**src/rtl/approx_mul8_seq.sv**
```systemverilog
// Sequential 8x8 unsigned approximate multiplier: one 4x4 core time-shared over four nibble
// partial products. Define APPROX_MUL8_SEQ_EXACT_EN to make the core exact (golden reference).
module approx_mul8_seq #(
  parameter int unsigned PP_REG = 1
) (
  input  logic        clk,
  input  logic        rst,
  input  logic        in_valid,
  output logic        in_ready,
  input  logic [7:0]  in_a,
  input  logic [7:0]  in_b,
  output logic        out_valid,
  input  logic        out_ready,
  output logic [15:0] out_y,
  output logic        busy
);

  typedef enum logic [1:0] {
    S_IDLE,
    S_MUL,
    S_DRAIN,
    S_DONE
  } state_t;

  state_t      state_q, state_d;
  logic [1:0]  step_q, step_d;
  logic [7:0]  a_q, a_d, b_q, b_d;
  logic [15:0] acc_q, acc_d;
  logic [15:0] pp_q, pp_d;

  logic [3:0]  core_x, core_y;
  logic [7:0]  core_p;
  logic [15:0] pp_cur;

`ifdef APPROX_MUL8_SEQ_EXACT_EN
  function automatic logic [7:0] p4(input logic [3:0] x, input logic [3:0] y);
    return {4'b0, x} * {4'b0, y};
  endfunction
`else
  // 2x2 digit product with the single approximation 3*3 -> 7
  function automatic logic [3:0] k2(input logic [1:0] u, input logic [1:0] v);
    if (u == 2'd3 && v == 2'd3) return 4'd7;
    return {2'b0, u} * {2'b0, v};
  endfunction

  function automatic logic [7:0] p4(input logic [3:0] x, input logic [3:0] y);
    return {4'b0, k2(x[1:0], y[1:0])}
         + {2'b0, k2(x[3:2], y[1:0]), 2'b0}
         + {2'b0, k2(x[1:0], y[3:2]), 2'b0}
         + {k2(x[3:2], y[3:2]), 4'b0};
  endfunction
`endif

  // Step order: aL*bL, aH*bL, aL*bH, aH*bH
  always_comb begin
    core_x = step_q[0] ? a_q[7:4] : a_q[3:0];
    core_y = step_q[1] ? b_q[7:4] : b_q[3:0];
    core_p = p4(core_x, core_y);
    unique case (step_q)
      2'd0:    pp_cur = {8'b0, core_p};
      2'd3:    pp_cur = {core_p, 8'b0};
      default: pp_cur = {4'b0, core_p, 4'b0};
    endcase
  end

  always_comb begin
    state_d = state_q;
    step_d  = step_q;
    a_d     = a_q;
    b_d     = b_q;
    acc_d   = acc_q;
    pp_d    = pp_q;
    unique case (state_q)
      S_IDLE: begin
        if (in_valid) begin
          a_d     = in_a;
          b_d     = in_b;
          acc_d   = '0;
          pp_d    = '0;
          step_d  = '0;
          state_d = S_MUL;
        end
      end
      S_MUL: begin
        // With PP_REG the accumulator trails the core by one step; pp_q is zero at step 0
        if (PP_REG != 0) begin
          pp_d  = pp_cur;
          acc_d = acc_q + pp_q;
        end else begin
          acc_d = acc_q + pp_cur;
        end
        step_d = step_q + 2'd1;
        if (step_q == 2'd3) state_d = (PP_REG != 0) ? S_DRAIN : S_DONE;
      end
      S_DRAIN: begin
        acc_d   = acc_q + pp_q;
        pp_d    = '0;
        state_d = S_DONE;
      end
      S_DONE: begin
        if (out_ready) state_d = S_IDLE;
      end
      default: state_d = S_IDLE;
    endcase
  end

  always_ff @(posedge clk) begin
    if (rst) begin
      state_q <= S_IDLE;
      step_q  <= '0;
      a_q     <= '0;
      b_q     <= '0;
      acc_q   <= '0;
      pp_q    <= '0;
    end else begin
      state_q <= state_d;
      step_q  <= step_d;
      a_q     <= a_d;
      b_q     <= b_d;
      acc_q   <= acc_d;
      pp_q    <= pp_d;
    end
  end

  assign in_ready  = (state_q == S_IDLE) && !rst;
  assign out_valid = (state_q == S_DONE) && !rst;
  assign busy      = (state_q != S_IDLE) && !rst;
  assign out_y     = rst ? '0 : acc_q;

endmodule
```
**config.mk**
```make
export PLATFORM = sky130hd
export DESIGN_NAME = approx_mul8_seq
export DESIGN_NICKNAME = d
export VERILOG_FILES = /design/src/rtl/approx_mul8_seq.sv
export SDC_FILE = /design/constraint.sdc
export NUM_CORES = 1
export LEC_CHECK = 0
export ABC_AREA = 1
export CORE_MARGIN = 1.5
export CORE_UTILIZATION = 59
export DETAILED_ROUTE_END_ITERATION = 6
export GPL_TIMING_DRIVEN = 0
export PLACE_DENSITY = 0.94
export SYNTH_ARGS = -nofsm -noshare
export SYNTH_HDL_FRONTEND = slang
export SYNTH_SLANG_ARGS = --single-unit
```
**constraint.sdc**
```tcl
create_clock -name clk -period 5.5 [get_ports clk]
set_input_delay 1.1 -clock clk [delete_from_list [all_inputs] [get_ports clk]]
set_output_delay 1.1 -clock clk [all_outputs]
set_load 0.01 [all_outputs]
```
==> metrics.txt, run 1 <==
WHS Path Cells=2; CORE AREA=5890 um2; CP max FO=10; ys async rst share=0%; P&R area growth vs syn=15.7%; Cell Rows=28; FF-to-FF path depth=13; placed cells=653; Post-DP HPWL=6.98 mm; fin cells=661; wirelength, routed=9.03 mm; Num CTS Buffers=5; Pwr Density=299 nW/um2; DP Area=4060 um2; Mapped Cells=540; global-route wire length before repair=15.7 mm; final net count=644; unrepaired setup endpoints after global routing=no; Post-CTS Setup Repair Bufs=0; ANT cells=0; worst hold slack=0.472 ns; failing checks=DRC; Setup TNS=0 ns; Final Cycle Share=74.9%; Top-Level Pins=39; # hold bufs at CTS=0; initial core utilization=60.9%; Worst Hold End=a_q[7]$_SDFFE_PP0P_; GR Overflow Total=0; VDD IR max=0.216 mV; FMAX=243 MHz; Die W=80.9 um; WL/cell=13.7 um; Via density=5.57; Worst setup SP type=input port; Crit path arrival time=3.02 ns; outcome=complete, but fails checks; die footprint=6550 um2; Slew Viols, Final=0; Synth Cell Area=3580 um2; fill cell count=479; worst path required time=4.40 ns; Iteration-0 DRC Markers=291; Resized Gates After CTS=0; Worst-Margin Slew=0.545 ns; Final Instance Area=4150 um2; Final Setup Violations=0; Chip Height=80.9 um; DRC=1; multi-input combinational cell area=2180 um2; CP Capture Type=primary output; post-synthesis register bit count=52; Worst-Skew Late Latency=0.31 ns; Reg2Reg Launch Point=step_q[0]$_SDFFE_PP0P_; Max transition margin=63.7%; Root Driver=clkbuf_8; average size of a mapped cell=6.64 um2; I/O Buffers=38; R2R setup slack=1.98 ns; maxcap violations=0; Longest Clk Path Bufs=2; GR Util All Layers=30.8%; Design Power=1240 uW; CTS tree=done; Routed Antenna Nets=0; Fin. Hold Viols=0; register area=1040 um2; Final Critical Period=4.12 ns; clk_skew=0.00690 ns; largest net degree at the start of global routing=17; worst hold start=a_q[7]$_SDFFE_PP0P_; depth of the CTS H-tree=2; First-pass DRT Iterations=7; clk sinks=52; EDFF count, synth=0; reg2reg end=pp_q[9]$_SDFFE_PP0P_; Vias=3,681; Cell variety after synth=40; Yosys warnings=0; Worst Hold Class=reg -> reg; critical path class=in -> out; layout cell share with drive strength beyond 1=6.14%; clock slew at reported path FFs=0.10 ns; vias in the first global route=3,628; main flop type after synthesis=dfxtp_1; sequential area share after synthesis=29.0%; Net Count, Synth=599; Lkg Pwr=0.00194 uW; initial antenna violation count=0; Placer Congestion=0.903
==> cells in the final DEF, fill, tap and decap left out, types with 3 or more instances in the layout <==
| cell | count |
|---|---|
| a21oi_1 | 41 |
| a22oi_1 | 3 |
| and2_1 | 3 |
| buf_1 | 3 |
| buf_2 | 5 |
| clkbuf_1 | 4 |
| clkbuf_8 | 5 |
| clkdlybuf4s50_1 | 38 |
| dfxtp_1 | 52 |
| fa_1 | 6 |
| ha_1 | 33 |
| inv_1 | 79 |
| inv_2 | 3 |
| nand2_1 | 128 |
| nand2_2 | 7 |
| nand3_1 | 30 |
| nand3b_1 | 3 |
| nor2_1 | 73 |
| nor2_2 | 3 |
| o21ai_0 | 36 |
| xor2_1 | 3 |
==> worst max path at each step <==
stage               depth (start not counted)  slack (ns)                    from                    to
finish                                      5        1.38                     rst              out_y[9]
global route                                5        1.30                     rst              out_y[9]
CTS                                         5        1.40                     rst              out_y[9]
detailed placement                          5        1.40                     rst              out_y[9]
global placement                            5        1.36                     rst              out_y[9]
floorplan                                  16        2.54  step_q[1]$_SDFFE_PP0P_  pp_q[7]$_SDFFE_PP0P_
==> cell type report <==
| type | instances | share of cell area, % |
|---|---|---|
| Clock inverter | 2 | 0.392 |
| Inverter | 84 | 7.63 |
| Multi-Input combinational cell | 393 | 52.5 |
| Timing Repair Buffer | 38 | 9.17 |
| Tap cell | 75 | 2.26 |
| Buffer | 11 | 1.15 |
| Clock buffer | 6 | 1.75 |
| Sequential cell | 52 | 25.1 |
==> layer usage <==
layer | track usage (%) | vias up | wire, um
met5 | 0 | - | 0
met4 | 14.7 | 0 | 257
met3 | 5.28 | 30 | 606
met2 | 57.8 | 149 | 4720
met1 | 33.0 | 1696 | 3450
li1 | - | 1806 | -
==> metrics by stage <==
step | util, % | worst slack (ns)
2_1_floorplan | - | 2.54
3_3_place_gp | 69.0 | 1.36
3_5_place_dp | 69.0 | 1.40
4_1_cts | 70.5 | 1.40
5_1_grt | 70.5 | 1.30
6_report | 70.5 | 1.38
==> critical path, stage by stage <==
cell,delay (ns)
clkdlybuf4s50_1,0.52
buf_2,0.25
buf_1,0.46
nor2_1,0.17
clkdlybuf4s50_1,0.51
==> kinds of logic (layout without fill, tap and decap cells) <==
| kind of cell | Yosys count | after routing | share of synthesized area (%) |
|---|---|---|---|
| AO/OA/AOI/OAI | 91 | 91 | 13.8 |
| XOR/XNOR | 4 | 4 | 0.977 |
| adder cells (fa/ha/maj) | 39 | 39 | 14.9 |
| buffers and inverters | 95 | 141 | 10.2 |
| flip-flops | 52 | 52 | 29.0 |
| multiplexers | 2 | 2 | 0.558 |
| AND/OR/NAND/NOR | 257 | 257 | 30.6 |
==> sequential cells by signal (all words and copies together), names as in the netlist <==
name     count
acc_q       16
pp_q        16
a_q          8
b_q          8
state_q      2
step_q       2
==> power breakdown <==
group / internal, uW / leakage (uW) / switching, uW
Clock: 91.0 / 0.0000414 / 137
Sequential: 422 / 0.000423 / 29.2
Combinational: 173 / 0.00147 / 386
==> Yosys cell counts (2+ instances only) <==
cell | number | area, um2
and2_1 | 3 | 18.8
buf_2 | 5 | 25.0
nand2_4 | 2 | 22.5
ha_1 | 33 | 413
nor2_2 | 3 | 18.8
inv_1 | 79 | 297
nor2_1 | 73 | 274
a21oi_1 | 41 | 205
nand3_1 | 30 | 150
o21ai_2 | 2 | 17.5
dfxtp_1 | 52 | 1040
nand2_2 | 7 | 43.8
xor2_1 | 3 | 26.3
clkbuf_1 | 3 | 11.3
nor3_1 | 2 | 10.0
or2_2 | 2 | 12.5
inv_2 | 3 | 11.3
buf_1 | 3 | 11.3
a22oi_1 | 3 | 22.5
nand2_1 | 128 | 480
fa_1 | 6 | 120
nand3b_1 | 3 | 22.5
o21ai_0 | 36 | 180
mux2i_1 | 2 | 20.0
No activity file was read; power rests on OpenSTA's default activity.
==> run 2: changes to the inputs <==
- CORE_UTILIZATION: 59 -> 52
- PLACE_DENSITY: 0.94 -> 0.88
- clock period: 5.5 -> 3.6 ns (I/O delays scaled with it)
==> run 2 against run 1 <==
Net effect:
- the run now ends clean
- sequential cell count did not move
- critical path depth did not move
- cell count rose by 0.76%
- clock power rose by 52%
- die area rose by 13%
- setup slack got worse by 1.1 ns
- via count fell by 3.8%
- hold slack got worse by 0.010 ns
- clock skew rose by 0.0047 ns
- critical endpoint unchanged
==> metrics.txt, run 2 (synthesis results as in run 1) <==
Iteration-0 DRC Markers=207 (-29%); outcome=finished clean; layout cell share with drive strength beyond 1=6.31% (+0.17 points); unrepaired setup endpoints after global routing=no; Worst-Skew Late Latency=0.31 ns (about the same); Fin. Hold Viols=0 (unchanged); Placer Congestion=0.928 (+2.8%); worst path required time=2.88 ns (-1.52 ns); placed cells=658 (+0.77%); GR Util All Layers=24.6% (-6.2 points); Chip Height=86.0 um (+6.3%); Final Cycle Share=93.2%; Design Power=1860 uW (+50%); CP endpoint=out_y[9]; WL/cell=12.5 um (-8.8%); clk_skew=0.0116 ns (+0.00465 ns); global-route wire length before repair=14.6 mm (-6.8%); Cell Rows=30 (+7.1%); CP max FO=10 (unchanged); clk sinks=52 (unchanged); Post-DP HPWL=6.65 mm (-4.8%); Slew Viols, Final=0 (unchanged); Routed Antenna Nets=0 (unchanged); commonest non-fill, non-tap cells in the layout=nand2_1 (128), inv_1 (79), nor2_1 (73); sequential share of power=37.0% (+0.6 points); commonest non-fill, non-tap cell in the layout=nand2_1; largest net degree at the start of global routing=17 (unchanged); wirelength, routed=8.30 mm (-8.1%); I/O Buffers=38 (unchanged); depth of the CTS H-tree=2 (unchanged); Die W=86.0 um (+6.3%); fill cell count=604 (+26%); fin cells=666 (+0.76%); Num CTS Buffers=5 (unchanged); cell-internal power=1050 uW (+53%); reg2reg end=pp_q[9]$_SDFFE_PP0P_; VDD IR max=0.269 mV (+24%); Longest Clk Path Bufs=2 (unchanged); Resized Gates After CTS=0 (unchanged); Lkg Pwr=0.00194 uW (about the same); Setup TNS=0 ns (unchanged); # hold bufs at CTS=0 (unchanged); Crit path arrival time=2.64 ns (-0.38 ns); Worst setup SP type=input port; ANT cells=0 (unchanged); R2R setup slack=0.26 ns (-1.72 ns); critical path class=in -> out; combinational fraction of design power=44.3% (-0.8 points); Vias=3,541 (-3.8%); P&R area growth vs syn=16.0%; Pwr Density=447 nW/um2 (+50%); Post-CTS Setup Repair Bufs=0 (unchanged); CTS tree=done; Max transition margin=63.5% (-0.20 points); crit path from=rst; Reg2Reg Launch Point=step_q[0]$_SDFFE_PP0P_; FF-to-FF path depth=13 (unchanged); Via density=5.32 (-4.5%); GR Overflow Total=0 (unchanged); final net count=644 (unchanged); Top-Level Pins=39 (unchanged); CP Capture Type=primary output; DRC=0 (-1); Final Setup Violations=0 (unchanged); Worst-Margin Slew=0.548 ns (+0.00302 ns); Final Critical Period=3.36 ns; die footprint=7400 um2 (+13%); Top Registers=acc_q x16, pp_q x16; Root Driver=clkbuf_8; worst hold slack=0.462 ns (-0.00997 ns); maxcap violations=0 (unchanged); Worst Hold Class=reg -> reg; First-pass DRT Iterations=4 (-3); clock slew at reported path FFs=0.10 ns (about the same); vias in the first global route=3,467 (-4.4%); initial antenna violation count=0 (unchanged); switching power=812 uW (+47%); clock group share of total power=18.7% (+0.3 points); FMAX=298 MHz; initial core utilization=53.4% (-7.6 points); switch share=43.7% (-0.91 points); CORE AREA=6720 um2 (+14%)
## run 2: changes by cell type in the layout (fill, tap and decap cells not counted)
| cell | before | now |
|---|---|---|
| mux2i_1 | 2 | 1 |
| mux2i_2 | 0 | 1 |
## run 2: cell type report
cell class              instances  area [um2]  area share (%)
multi-input cells             393        2180            52.5
clock inverters                 2        16.3           0.391
inverters                      84         317            7.61
clock buffers                   6        72.6            1.75
repair buffers                 38         380            9.15
well taps                      80         100            2.41
flip-flops and latches         52        1040            25.0
plain buffers                  11        47.5            1.14
## run 2: worst min-delay path by stage
stage | depth (start not counted) | end | slack [ns] | from
3_5_place_dp | 2 | a_q[7]$_SDFFE_PP0P_ | 0.45 | a_q[7]$_SDFFE_PP0P_
4_1_cts | 2 | a_q[7]$_SDFFE_PP0P_ | 0.46 | a_q[7]$_SDFFE_PP0P_
6_report | 2 | a_q[7]$_SDFFE_PP0P_ | 0.46 | a_q[7]$_SDFFE_PP0P_
2_1_floorplan | 2 | a_q[2]$_SDFFE_PP0P_ | 0.43 | a_q[2]$_SDFFE_PP0P_
3_3_place_gp | 2 | b_q[7]$_SDFFE_PP0P_ | 0.44 | b_q[7]$_SDFFE_PP0P_
5_1_grt | 2 | a_q[7]$_SDFFE_PP0P_ | 0.49 | a_q[7]$_SDFFE_PP0P_
## run 2: per-layer routing
metal | track usage (%) | share of wire, %
met5 | 0 | 0
met4 | 11.1 | 2.8
met3 | 4.91 | 4.4
met2 | 43.6 | 50
met1 | 28.5 | 43
## run 2: metrics by stage
stage / util, % / area (um2) / setup WS, ns
2_1_floorplan: - / 3580 / 0.636
3_3_place_gp: 60.5 / 4070 / 0.218
3_5_place_dp: 60.5 / 4070 / 0.203
4_1_cts: 61.8 / 4150 / 0.197
5_1_grt: 61.9 / 4160 / 0.0158
6_report: 61.9 / 4160 / 0.244
## run 2: worst max-delay path: stages
cell             delay, ns
clkdlybuf4s50_1       0.52
buf_2                 0.25
buf_1                 0.46
nor2_1                0.16
clkdlybuf4s50_1       0.51
## run 2: power by group through the flow
stage | Combinational (uW) | Clock, uW | Sequential, uW
after floorplan | 596 | 0 | 688
after global placement | 789 | 0 | 696
after detailed placement | 816 | 0 | 699
after CTS | 821 | 349 | 686
after global routing | 939 | 374 | 697
final | 824 | 347 | 687
==> run 3: changes to the inputs <==
- SLEW_MARGIN: unset -> 20
==> results of run 3 <==
The final DEF is identical to that of run 2; final timing and power are the same.
